### src/rtl/melody_pkg.sv
// Shared types and helpers for the melody sequencer: FSM states, table entry layout,
// and the note-code sanitizer feeding the tone-divider block.
package melody_pkg;

  typedef enum logic [1:0] {StIdle, StFetch, StPlay, StGap} state_t;

  typedef struct packed {
    logic [5:0] note;
    logic [7:0] dur;
  } entry_t;

  localparam logic [5:0] REST = 6'b000000;

  // Note field 0 or octave 7 has no tone-block meaning; play it as a rest.
  function automatic logic [5:0] sanitize(input logic [5:0] note);
    if (note[2:0] == 3'd0 || note[5:3] == 3'd7) begin
      return REST;
    end
    return note;
  endfunction

endpackage

### src/rtl/melody_seq_tick_gen.sv
// Free-running divide-by-DIV tick source; tick is high in the last cycle of each period.
module tick_gen #(
  parameter int unsigned DIV = 10
) (
  input  logic clk,
  input  logic rb,
  input  logic clr,
  output logic tick
);

  localparam int unsigned CW = (DIV > 1) ? $clog2(DIV) : 1;

  logic [CW-1:0] cnt_q, cnt_d;

  assign tick = (cnt_q == CW'(DIV - 1));

  always_comb begin
    cnt_d = cnt_q + 1'b1;
    if (clr || tick) begin
      cnt_d = '0;
    end
  end

  always_ff @(posedge clk) begin
    if (!rb) begin
      cnt_q <= '0;
    end else begin
      cnt_q <= cnt_d;
    end
  end

endmodule

### src/rtl/melody_seq.sv
// Melody sequencer: steps through a writable (note, duration) table and drives the
// tone-divider note code, with optional inter-note gap, stop and looping.
module melody_seq
  import melody_pkg::*;
#(
  parameter int unsigned  CLK_HZ    = 50_000_000,
  parameter int unsigned  TICK_HZ   = 100,
  parameter int unsigned  LEN       = 16,
  parameter int unsigned  GAP_TICKS = 2,
  localparam int unsigned AW        = $clog2(LEN)
) (
  input  logic          clk,
  input  logic          rb,
  input  logic          start,
  input  logic          stop,
  input  logic          loop,
  input  logic          wr_en,
  input  logic [AW-1:0] wr_addr,
  input  logic [5:0]    wr_note,
  input  logic [7:0]    wr_dur,
  output logic [5:0]    comb,
  output logic          busy,
  output logic [AW-1:0] idx,
  output logic          done
);

  localparam int unsigned   TICK_DIV = CLK_HZ / TICK_HZ;
  localparam logic [AW-1:0] LAST     = AW'(LEN - 1);

  state_t        state_q, state_d;
  logic [AW-1:0] idx_q, idx_d;
  logic [5:0]    comb_q, comb_d;
  logic [7:0]    rem_q, rem_d;
  logic          done_q, done_d;
  logic          tick, clr, adv, end_seq;

  entry_t mem [LEN];
  entry_t rdata_q;

  // Read address is the next idx so the entry is ready in the FETCH cycle.
  always_ff @(posedge clk) begin
    if (wr_en) begin
      mem[wr_addr] <= '{note: wr_note, dur: wr_dur};
    end
    rdata_q <= mem[idx_d];
  end

  tick_gen #(
    .DIV(TICK_DIV)
  ) u_tick (
    .clk (clk),
    .rb  (rb),
    .clr (clr),
    .tick(tick)
  );

  always_comb begin
    state_d = state_q;
    idx_d   = idx_q;
    comb_d  = comb_q;
    rem_d   = rem_q;
    done_d  = 1'b0;
    clr     = 1'b0;
    adv     = 1'b0;
    end_seq = 1'b0;

    unique case (state_q)
      StIdle: begin
        comb_d = REST;
        if (start && !stop) begin
          idx_d   = '0;
          state_d = StFetch;
        end
      end
      StFetch: begin
        if (rdata_q.dur != 8'd0) begin
          state_d = StPlay;
          comb_d  = sanitize(rdata_q.note);
          rem_d   = rdata_q.dur;
          clr     = 1'b1;
        end else begin
          end_seq = 1'b1;
        end
      end
      StPlay: begin
        if (tick) begin
          rem_d = rem_q - 8'd1;
          if (rem_q == 8'd1) begin
            if (GAP_TICKS != 0) begin
              state_d = StGap;
              comb_d  = REST;
              rem_d   = 8'(GAP_TICKS);
              clr     = 1'b1;
            end else begin
              adv = 1'b1;
            end
          end
        end
      end
      StGap: begin
        if (tick) begin
          rem_d = rem_q - 8'd1;
          if (rem_q == 8'd1) begin
            adv = 1'b1;
          end
        end
      end
      default: state_d = StIdle;
    endcase

    if (adv) begin
      if (idx_q != LAST) begin
        idx_d   = idx_q + 1'b1;
        state_d = StFetch;
      end else begin
        end_seq = 1'b1;
      end
    end

    // Entry 0 never loops back onto itself, so an empty melody cannot spin forever.
    if (end_seq) begin
      if (loop && idx_q != '0) begin
        idx_d   = '0;
        state_d = StFetch;
      end else begin
        state_d = StIdle;
        comb_d  = REST;
        done_d  = 1'b1;
      end
    end

    if (stop && state_q != StIdle) begin
      state_d = StIdle;
      idx_d   = idx_q;
      comb_d  = REST;
      done_d  = 1'b0;
    end
  end

  always_ff @(posedge clk) begin
    if (!rb) begin
      state_q <= StIdle;
      idx_q   <= '0;
      comb_q  <= REST;
      rem_q   <= '0;
      done_q  <= 1'b0;
    end else begin
      state_q <= state_d;
      idx_q   <= idx_d;
      comb_q  <= comb_d;
      rem_q   <= rem_d;
      done_q  <= done_d;
    end
  end

  assign comb = comb_q;
  assign idx  = idx_q;
  assign done = done_q;
  assign busy = (state_q != StIdle);

endmodule

### config.mk
export PLATFORM = sky130hd
export DESIGN_NAME = melody_seq
export DESIGN_NICKNAME = d
export VERILOG_FILES = /design/src/rtl/melody_pkg.sv /design/src/rtl/melody_seq_tick_gen.sv /design/src/rtl/melody_seq.sv
export SDC_FILE = /design/constraint.sdc
export NUM_CORES = 1
export LEC_CHECK = 0
export BUFFER_PORTS_ARGS = -buffer_cell sky130_fd_sc_hd__buf_4
export CORE_AREA = 2 2 184 186
export DETAILED_ROUTE_END_ITERATION = 8
export DIE_AREA = 0 0 186 188
export PLACE_DENSITY = 0.48
export SYNTH_ARGS = -nofsm -noshare
export SYNTH_HDL_FRONTEND = slang
export SYNTH_SLANG_ARGS = --single-unit
### constraint.sdc
create_clock -name clk -period 2.9 [get_ports clk]
set_clock_uncertainty 0.15 [all_clocks]
set_input_delay 0.435 -clock clk [delete_from_list [all_inputs] [get_ports clk]]
set_output_delay 0.435 -clock clk [all_outputs]
set_load 0.02 [all_outputs]
### After elaboration in Yosys (flattened, before gate mapping)

Memories as Yosys holds them, arrays and structs flattened. A register that Yosys moved wholly into a read port is not among the register bits.
Cells that the tools add are included.

* register bits after elaboration: 40
* memory bits (writable): 224
* output and inout port bits: 12
* logic and storage cells: 82
* memories: 1

* $add $sub $neg: 3
* eq/ne operators: 10
* multiplexer cells: 44
* bitwise operators: 2
* reductions and logical operators: 16

Memories
* mem: depth 16, width 14, read ports 1, clocked after Yosys merged registers in 1, wr ports 1, RTL line melody_seq.sv:37 `entry_t mem [LEN];`

Operators with widths (number)
* $mux 6: 7
* $mux 8: 4
* $mux 4: 7
* $pmux 8 s3: 1
* $add 19x1->19 const B: 1
* $eq 19x19->1 const B: 1
* $pmux 6 s3: 1
* $mux 1: 15
* $mux 2: 7
* $eq 8x1->1 const B: 1
* $reduce_bool 8->1: 1
* $sub 8x1->8 const B: 1
* $pmux 2 s3: 1
* $add 4x1->4 const B: 1
* $eq 2x2->1 const B: 2
* $ne 2x1->1 const B: 2
* $ne 4x4->1 const B: 1
* $reduce_and 4->1: 1
* $reduce_bool 4->1: 1
* $reduce_or 2->1: 2
* $eq 3x3->1 const B: 1
* $logic_and 1x1->1: 3
* $logic_not 3->1: 1
* $reduce_bool 3->1: 1
* other kinds (9): 11

### Logic depth before layout (Yosys ltp)

Gate-level depths: netlist of the first run.

* depth after elaboration: 10
* mapped depth: 13

### By module

A second synthesis of the first run with hierarchy kept.

* cell total of the unflattened synthesis: 904
* area total of the unflattened synthesis: 12139.1 µm²

Modules (own cells, without submodules)
* melody_seq: instances 1, cells each 803, area an instance 11232.0 µm², seq. area each 7427.1 µm²
* tick_gen: instances 1, cells each 101, area an instance 907.1 µm², seq. area each 380.4 µm²

### Worst setup path before layout of the first run

Ideal clock, no wire load.

* path type: register to register
* from: register state_q[0]
* to: register, netlist name rdata_q[11]
* setup time: 127 ps
* data arrival time: 2817 ps
* path slack: -194 ps
* stages on the path, launching flop included: 13
* buffers on the path: 2
* clock period less this slack: 3094 ps
* cell sequence: dfxtp_1 > ha_1 > nor4b_1 > nand4_1 > o41ai_2 > a21oi_1 > a21oi_2 > buf_2 > buf_2 > mux2i_1 > mux2i_1 > a22o_1 > or3_1

* word-level cells in the longest chain between the ends: 7
* elaborated cells on any way between the ends: 15

Ends and longest elaborated chain
* from (decl): RTL line melody_seq.sv:30 `state_t state_q, state_d;`
* from (signal assigned): RTL line melody_seq.sv:142 `state_q <= StIdle;`
* from (signal assigned): RTL line melody_seq.sv:148 `state_q <= state_d;`
* $logic_not 2->1: RTL line melody_seq.sv:67 `unique case (state_q)`
* $mux 4: RTL line melody_seq.sv:67
* $mux 4: RTL line melody_seq.sv:112 `if (idx_q != LAST) begin`
* $mux 4: RTL line melody_seq.sv:111 `if (adv) begin`
* $mux 4: RTL line melody_seq.sv:122 `if (loop && idx_q != '0) begin`
* $mux 4: RTL line melody_seq.sv:121 `if (end_seq) begin`
* $mux 4 *: RTL line melody_seq.sv:132 `if (stop && state_q != StIdle) begin`

Every way passes the cells marked *; elsewhere a longest branch is shown, timed or not.
A chain may end at the register's enable or synchronous reset.

### Worst setup path after layout of the first run

* from: register rem_q[1]
* to: register, netlist name rdata_q[13]

* word-level cells in the longest chain between the ends: 8
* elaborated cells on any way between the ends: 9

Ends and longest elaborated chain
* from (decl): RTL line melody_seq.sv:33 `logic [7:0] rem_q, rem_d;`
* from (signal assigned): RTL line melody_seq.sv:151 `rem_q <= rem_d;`
* $eq 8x1->1 *: RTL line melody_seq.sv:88, melody_seq.sv:103
* $mux 1 *: RTL line melody_seq.sv:103 `if (rem_q == 8'd1) begin`
* $mux 1 * (2 in a row)
* $mux 4: RTL line melody_seq.sv:111
* $mux 4: RTL line melody_seq.sv:122
* $mux 4 *: RTL line melody_seq.sv:121
* $mux 4 *: RTL line melody_seq.sv:132

Marks and branches as above.

==> results of run 1 <==
-- flip-flops by register name, indices dropped and copies added (netlist names) --
| name | cells |
|---|---|
| comb | 6 |
| done | 1 |
| idx | 4 |
| mem | 224 |
| rdata_q | 14 |
| rem_q | 8 |
| state_q | 2 |
| u_tick.cnt_q | 19 |
-- kinds of logic after synthesis --
family / count (synthesis) / share of synthesized area, %
adders and majority gates: 10 / 1.094
DFF: 278 / 68.27
xor gates and xnor gates: 18 / 1.379
and+or+nand+nor: 195 / 9.267
AOI/OAI and AO/OA: 122 / 8.217
buffers and inverters: 45 / 1.882
muxes: 113 / 9.891
-- critical path: stages, from the launching register on --
cell and delay (ns):
dfxtp_2 0.32, inv_2 0.07, ha_4 0.12, nor4b_4 0.24, nand4_1 0.22, o41ai_2 0.36, a21oi_2 0.14, buf_4 0.16
o21ai_4 0.15, o41ai_4 0.11, buf_12 0.17, buf_12 0.16, mux2i_1 0.12, a22o_1 0.26, or3_1 0.34
-- per-layer routing --
| metal | GRT usage [%] | vias to the layer above | routed length, um |
|---|---|---|---|
| met5 | 0 | - | 0 |
| met3 | 2.175 | 33 | 1043 |
| li1 | - | 3370 | - |
| met1 | 22.14 | 3654 | 13180 |
| met4 | 3.634 | 0 | 469 |
| met2 | 27.94 | 133 | 14490 |
-- cells in the mapped netlist, types with 14 or more instances --
cell,instances
mux2i_1,113
edfxtp_1,224
buf_2,16
a211oi_1,57
a22o_1,14
dfxtp_1,54
nor2_1,49
nor2b_1,39
nand3_1,18
o21ai_0,14
or3_1,16
nand2_1,27
-- report_power, final --
part	switching, mW	leakage, nW	internal, mW
logic	0.598	2.84	0.502
registers	0.0768	2.47	4.44
clock network	1.50	0.491	2.38
-- final cells by class --
class,instances,area [sq um]
flip-flops and latches,278,7816
well taps,448,560.5
clock inverters,13,166.4
multi-input cells,458,3730
inverters,11,41.29
repair buffers,180,1789
clock buffers,43,850.8
fillers,2928,18160
-- what timing repair did --
action / CTS / global route
cloned: 6 / 7
setup buffers: 19 / 5
hold buffers: 0 / 0
gates resized for setup: 41 / 31
endpoints found under the setup margin: 14 / 14
pin swaps: 13 / 18
-- per-stage QoR --
step	total power, mW	util (%)	instance area, sq um
6_report	9.510	45.16	14950
3_5_place_dp	5.585	39.62	13120
3_3_place_gp	5.538	39.62	13120
4_1_cts	9.551	44.19	14630
5_1_grt	9.875	45.16	14950
2_1_floorplan	5.129	-	11510
-- final timing paths --
path	to	slack [ns]
max	rdata_q[13]$_DFF_P_	-0.34
min	mem[2][5]$_DFFE_PP_	0.04
max reg2reg	rdata_q[13]$_DFF_P_	-0.34
min reg2reg	comb[4]$_SDFF_PP0_	0.37
==> reports/metrics.cfg, run 1 <==
[worst_hold_path]
hold_depth = 1
worstHoldPathType = primary input to register
worstHoldStart = wr_dur[5]

[timing]
period_share_pct = 111.9
hold_viol_final = 0
fin_hold_ws_ns = 0.03718
rsz0062_at_grt = true
slew_headroom_pct = 64.46
fin_tns_setup_ns = -4.241
drv_slew = 0
final.min_clock_period_ns = 3.244
worst_pin_slew_ns = 0.5295
setup_viol = 14
setup_slack_ns = -0.3440
fmax_mhz = 308.3

[clock_tree]
numCtsBuffers = 30
cts.sinks = 278
cts_root_buf = clkbuf_16
h-tree-depth = 1
cts_tree = built
max-clock-path-buffers = 3
clkTransAtPathRegs_ns = 0.06
clk_latency_ns = 0.55

[place]
placed_cells = 1339
gp_congestion = 0.7873
hpwlAfterDp_um = 17150
port_buffers = 35
post-place-ws_ns = -0.4920

[synthesis]
synthArstFlopShare_pct = 0
synth_area_leader_cell = edfxtp_1
synth_top_area_share_pct = 58.82
synth_area_per_cell_sq_um = 14.64
syn_nets = 815
synth_cells = 781
yosys_warnings = 0
synth_flop_cell = edfxtp_1
synth_cell_types = 53
synthesis.area_sq_um = 11440
synth-seq-cells = 278
ys_top_cells_by_area = edfxtp_1 59%, mux2i_1 9.9%, dfxtp_1 9.5%, a211oi_1 3.7%, nor2b_1 2.1%
synth_edf_count = 224
synth-seq-area-share_pct = 68.27

[outcome]
status = finished, violations left
violations = setup timing

[floorplanning]
core_sq_um = 33110
dieHeight_um = 188
die_x_um = 186
rows = 67
start_util_pct = 34.54
die_area_sq_um = 34970
num_io_pins = 36

[power_and_ir_drop]
ir_drop_v = 0.0004127
leakage_nw = 5.797
power_density_nw_per_um2 = 635.9

[drt]
num_vias = 7190
wl_um = 29180
final_antenna_net_count = 0
dr.pass1.iters = 4
routed_via_density = 5.024
drc_errors = 0
drt_iter0_drc = 496
wire_per_inst_um = 20.39

[worst_setup_path]
crit_path_start = rem_q[1]$_SDFFE_PN0P_
rr_worst_depth = 14
timing.rr.start = rem_q[1]$_SDFFE_PN0P_
crit_path_start_kind = register
required_ns = 3.17
path_max_fanout = 11
crit_arrival_ns = 3.51
criticalPathCategory = register to register
cp-end-kind = register

[layout]
fin_cells = 1431
n_antenna_cell = 0
layout_commonest_cell = edfxtp_1
syn_to_final_growth_pct = 30.77
mostFrequentLayoutCells = 224 x edfxtp_1, 146 x buf_4, 110 x mux2i_1
num-nets-final = 993
drive_gt1_share_pct = 29.40

[global_routing]
grt_max_degree = 28
grt_pass1_vias = 7490
antenna_found_initial = 0
grt_pass1_wl_um = 43500
overflow = 0
grt_use_total_pct = 16.37

[run]
maxCapViolCount = 0

Power figures use the tool's default switching activity.
==> run 2: changes to the inputs <==
--- a/config.mk
+++ b/config.mk
@@ -6,10 +6,10 @@
 export NUM_CORES = 1
 export LEC_CHECK = 0
 export BUFFER_PORTS_ARGS = -buffer_cell sky130_fd_sc_hd__buf_4
-export CORE_AREA = 2 2 184 186
+export CORE_AREA = 2 2 149 151
 export DETAILED_ROUTE_END_ITERATION = 8
-export DIE_AREA = 0 0 186 188
-export PLACE_DENSITY = 0.48
+export DIE_AREA = 0 0 151 153
+export PLACE_DENSITY = 0.7
 export SYNTH_ARGS = -nofsm -noshare
 export SYNTH_HDL_FRONTEND = slang
 export SYNTH_SLANG_ARGS = --single-unit
==> run 2 against run 1 <==
Effect of this change:
- the flow still finishes with violations (setup timing)
- clock power shrank 5.7%
- non-clock buffer count down 10
- routed wire length is 8.4% lower
- die area shrank 34%
- worst hold slack gained 0.024 ns
- first-iteration DRC count increased by 27%
- core utilization grew 23 points
- register-to-register slack got worse by 0.03 ns
- critical path type unchanged
- critical endpoint is now rdata_q[1]$_DFF_P_
- largest power group unchanged
- highest routed layer unchanged
==> reports/metrics.cfg, run 2 (synthesis results as in run 1) <==
[place]
hpwlAfterDp_um = 16010
gp_congestion = 0.9091
port_buffers = 35
post_dp_cell_area_sq_um = 12910

[clock_tree]
h-tree-depth = 1
clk_latency_ns = 0.53
hold_buffers = 0
max-clock-path-buffers = 3
cts_tree = built
numCtsBuffers = 28
clkTransAtPathRegs_ns = 0.06
cts_root_buf = clkbuf_16
cts.sinks = 278

[floorplanning]
core_sq_um = 21490
rows = 54
die_x_um = 151
start_util_pct = 53.23
dieHeight_um = 153
num_io_pins = 36
die_area_sq_um = 23100

[layout]
nFillCells = 1416
layout_commonest_cell = edfxtp_1
drive_gt1_share_pct = 28.69
final_util_pct = 67.67
stdcell_area_sq_um = 14540
largest-register = mem
n_antenna_cell = 0
largest_register_ffs = 224
num-nets-final = 981
syn_to_final_growth_pct = 27.14
mostFrequentLayoutCells = 224 x edfxtp_1, 141 x buf_4, 104 x mux2i_1
reg.largest.list = mem: 224 flops, u_tick.cnt_q: 19 flops, rdata_q: 14 flops

[global_routing]
grt_use_total_pct = 23.18
grt_pass1_vias = 7580
grt_pass1_wl_um = 40900
grt_max_degree = 28
antenna_found_initial = 0
overflow = 0

[timing]
final.min_clock_period_ns = 3.276
setup_viol = 14
fin_tns_setup_ns = -4.326
rsz0062_at_grt = true
period_share_pct = 112.9
worst_pin_slew_ns = 0.7385
slew_headroom_pct = 50.63
fmax_mhz = 305.3
drv_slew = 0
hold_viol_final = 0
setup_slack_ns = -0.3755

[worst_setup_path]
path_max_fanout = 7
crit_path_top_delay_cell = or3_4
crit_path_start_kind = register
cp-end-kind = register
required_ns = 3.15
critPathMostFrequentCell = buf_12
cpPeakStageDelay_ns = 0.37
crit_arrival_ns = 3.52
criticalPathCategory = register to register
worstPathCellList = nor4b_4, nand2_1, or3_4, buf_6, o41ai_4, a21oi_4, buf_12, buf_12, buf_8, buf_4, a211oi_2, a211oi_1, or3_1

[outcome]
violations = setup timing
status = finished, violations left

[drt]
num_vias = 7233
drc_errors = 0
drt_iter0_drc = 632
wire_per_inst_um = 21.39
routed_via_density = 5.791
dr.pass1.iters = 5
final_antenna_net_count = 0
wl_um = 26710

[power_and_ir_drop]
leakage_nw = 5.656
ir_drop_v = 0.0005611
power_density_nw_per_um2 = 633.7

[worst_hold_path]
worstHoldPathType = primary input to register

[run]
maxCapViolCount = 0

[run 2: critical path, delay by kind of cell, from the launching register on]
| family | cells | cell delay [ns] |
|---|---|---|
| and+or+nand+nor | 4 | 1.17 |
| DFF | 1 | 0.34 |
| buffers and inverters | 5 | 0.73 |
| AOI/OAI and AO/OA | 4 | 0.75 |
[run 2: area by class of cell]
class	instances	area [sq um]	area share [%]
Inverter	11	41.29	0.2840
Timing Repair Buffer	170	1630	11.21
Tap cell	280	350.3	2.409
Sequential cell	278	7820	53.78
Multi-Input combinational cell	458	3739	25.71
Clock inverter	16	177.7	1.222
Clock buffer	36	782.0	5.378
[run 2: repair_timing]
item | in CTS | in global routing
endpoints found under the setup margin | 14 | 14
pin swaps | 19 | 15
resized for setup | 40 | 42
buffers inserted | 16 | 6
gates cloned | 4 | 1
[run 2: where the power goes]
| group | internal, mW | total (mW) | switching, mW |
|---|---|---|---|
| Sequential | 4.44 | 4.52 | 0.0793 |
| Combinational | 0.440 | 1.02 | 0.578 |
| Clock | 2.25 | 3.67 | 1.42 |
| Total | 7.13 | 9.21 | 2.08 |
[run 2: worst paths after layout]
path,start,endpoint,slack (ns),depth (start not counted)
worst min-delay path,wr_note[1],mem[1][9]$_DFFE_PP_,0.06,1
worst min register to register,rdata_q[12]$_DFF_P_,comb[4]$_SDFF_PP0_,0.35,2
worst max register to register,u_tick.cnt_q[11]$_SDFF_PP0_,rdata_q[1]$_DFF_P_,-0.38,13
worst max-delay path,u_tick.cnt_q[11]$_SDFF_PP0_,rdata_q[1]$_DFF_P_,-0.38,13
[run 2: per-stage QoR]
stage	hold WS (ns)	cells	power, mW	setup WS (ns)
detailed placement	0.3386	1171	5.561	-0.4956
global placement	0.3201	1171	5.507	-0.4028
finish	0.06101	1249	9.215	-0.3755
floorplan	0.2802	781	5.129	-0.01935
global route	0.05887	1249	9.519	-0.5117
CTS	0.04978	1243	9.226	-0.3567
[run 2: layer usage]
metal  routed length, um  GRT usage (%)
met1               11090          31.07
met2               13480          39.29
met5                   0              0
met3                1448          2.896
met4                 695          7.788
==> run 3: changes to the inputs <==
--- a/config.mk
+++ b/config.mk
@@ -5,11 +5,13 @@
 export SDC_FILE = /design/constraint.sdc
 export NUM_CORES = 1
 export LEC_CHECK = 0
+export ABC_CLOCK_PERIOD_IN_PS = 2900
 export BUFFER_PORTS_ARGS = -buffer_cell sky130_fd_sc_hd__buf_4
 export CORE_AREA = 2 2 149 151
 export DETAILED_ROUTE_END_ITERATION = 8
 export DIE_AREA = 0 0 151 153
 export PLACE_DENSITY = 0.7
+export REMOVE_ABC_BUFFERS = 1
 export SYNTH_ARGS = -nofsm -noshare
 export SYNTH_HDL_FRONTEND = slang
 export SYNTH_SLANG_ARGS = --single-unit
==> run 3 against run 2 <==
Effect of this change:
- the run still ends with setup timing left
- via count decreased by 0.37%
- worst hold slack worse by 0.041 ns
- cell count up 0.16%
- routed wire length decreased by 0.80%
- die area unchanged
- maximum frequency down 0.91%
- clock-buffer cell count down 5
- critical path depth grew 1
- critical endpoint is now rdata_q[6]$_DFF_P_
- largest power group unchanged
- highest routed layer unchanged
==> reports/metrics.cfg, run 3 (synthesis results as in run 1) <==
[drt]
wl_met2_um = 13090
drt_iter0_drc = 655
wl_met3_um = 1620
dr.pass1.iters = 5
num_vias = 7206
top_layer_used = met4
wl_um = 26500
routed_via_density = 5.760
m1WireLength_um = 11060
wire_per_inst_um = 21.18
drc_errors = 0
final_antenna_net_count = 0

[power_and_ir_drop]
ir_drop_v = 0.0005164
power_density_nw_per_um2 = 652.2
leakage_nw = 5.689

[global_routing]
grt_use_total_pct = 22.41
grt_max_degree = 34
grt_pass1_vias = 7333
overflow = 0
antenna_found_initial = 0
grt_pass1_wl_um = 39720

[floorplanning]
dieHeight_um = 153
core_sq_um = 21490
num_io_pins = 36
start_util_pct = 53.23
rows = 54
die_area_sq_um = 23100
die_x_um = 151

[place]
port_buffers = 35
hpwlAfterDp_um = 15710
gp_congestion = 0.8743
placed_cells = 1171
post_dp_cell_area_sq_um = 12870

[clock_tree]
cts_tree = built
cts_root_buf = clkbuf_16
max-clock-path-buffers = 3
hold_buffers = 0
numCtsBuffers = 29
h-tree-depth = 1
cts.sinks = 278
clk_latency_ns = 0.56
clkTransAtPathRegs_ns = 0.06

[timing]
period_share_pct = 114.0
final.min_clock_period_ns = 3.306
slew_headroom_pct = 49.60
rsz0062_at_grt = true
setup_slack_ns = -0.4058
drv_slew = 0
hold_viol_final = 0
fmax_mhz = 302.5
worst_pin_slew_ns = 0.7538
setup_viol = 14

[worst_hold_path]
worstHoldPathType = primary input to register

[layout]
largest_register_ffs = 224
stdcell_area_sq_um = 14420
syn_to_final_growth_pct = 26.12
reg.largest.list = mem: 224 flops, u_tick.cnt_q: 19 flops, rdata_q: 14 flops
num-nets-final = 982
n_antenna_cell = 0
mostFrequentLayoutCells = 224 x edfxtp_1, 138 x buf_4, 111 x mux2i_1
drive_gt1_share_pct = 26.06
largest-register = mem
layout_commonest_cell = edfxtp_1
fin_cells = 1251

[outcome]
violations = setup timing
status = finished, violations left

[worst_setup_path]
cp-end-kind = register
path_max_fanout = 7
crit_path_start_kind = register
required_ns = 3.18
criticalPathCategory = register to register
crit_arrival_ns = 3.59

[run]
maxCapViolCount = 0

[run 3: worst paths after layout]
check	from	endpoint	slack (ns)	cells past startpoint
setup / recovery	u_tick.cnt_q[11]$_SDFF_PP0_	rdata_q[6]$_DFF_P_	-0.41	14
hold reg to reg	u_tick.cnt_q[18]$_SDFF_PP0_	u_tick.cnt_q[18]$_SDFF_PP0_	0.34	2
hold / removal	wr_dur[3]	mem[15][3]$_DFFE_PP_	0.02	1
setup reg to reg	u_tick.cnt_q[11]$_SDFF_PP0_	rdata_q[6]$_DFF_P_	-0.41	14
[run 3: stage by stage]
step                      hold slack (ns)  power (mW)  setup TNS, ns  util [%]  setup WS, ns
final                             0.01951       9.406         -5.201     67.13       -0.4058
after CTS                        0.004588       9.381         -3.290     65.04       -0.2678
after floorplan                    0.2802       5.102         -67.18         -        -4.429
after detailed placement           0.3341       5.533         -6.522     59.91       -0.5095
after global routing              0.02337       9.711         -7.326     67.13       -0.5741
after global placement             0.3272       5.480         -3.751     59.91       -0.3108
[run 3: per-layer routing]
metal | global-route usage, % | vias up
li1 | - | 3355
met1 | 30.57 | 3548
met2 | 37.42 | 254
met3 | 3.373 | 49
met4 | 6.676 | 0
met5 | 0 | -
[run 3: worst max-delay path: stages (launching register included)]
cell and delay [ns]:
dfxtp_1 0.33, nor4b_4 0.31, buf_4 0.16, nand4_1 0.11, buf_4 0.18, o21ai_0 0.30
a21oi_2 0.11, a21oi_4 0.25, buf_12 0.14, clkbuf_16 0.15, buf_6 0.10, mux2i_1 0.20
mux2i_1 0.11, a22o_1 0.28, or3_1 0.30
[run 3: repair_timing]
| item | 4_1_cts | 5_1_grt |
|---|---|---|
| pin swaps | 5 | 7 |
| gates cloned | 0 | 5 |
| gates resized for setup | 13 | 36 |
| setup buffers | 6 | 15 |
| setup endpoints to repair | 15 | 15 |
[run 3: where the power goes]
group	total (mW)	internal (mW)	switching, mW
registers	4.52	4.44	0.0812
logic	1.03	0.437	0.589
clock network	3.86	2.29	1.56
[run 3: cell type report]
cell class / instances / area (sq um)
Sequential cell: 278 / 7812
Fill cell: 1458 / 7063
Multi-Input combinational cell: 458 / 3586
Timing Repair Buffer: 170 / 1629
Clock buffer: 31 / 733.2
Tap cell: 280 / 350.3
Clock inverter: 23 / 270.3
Inverter: 11 / 41.29
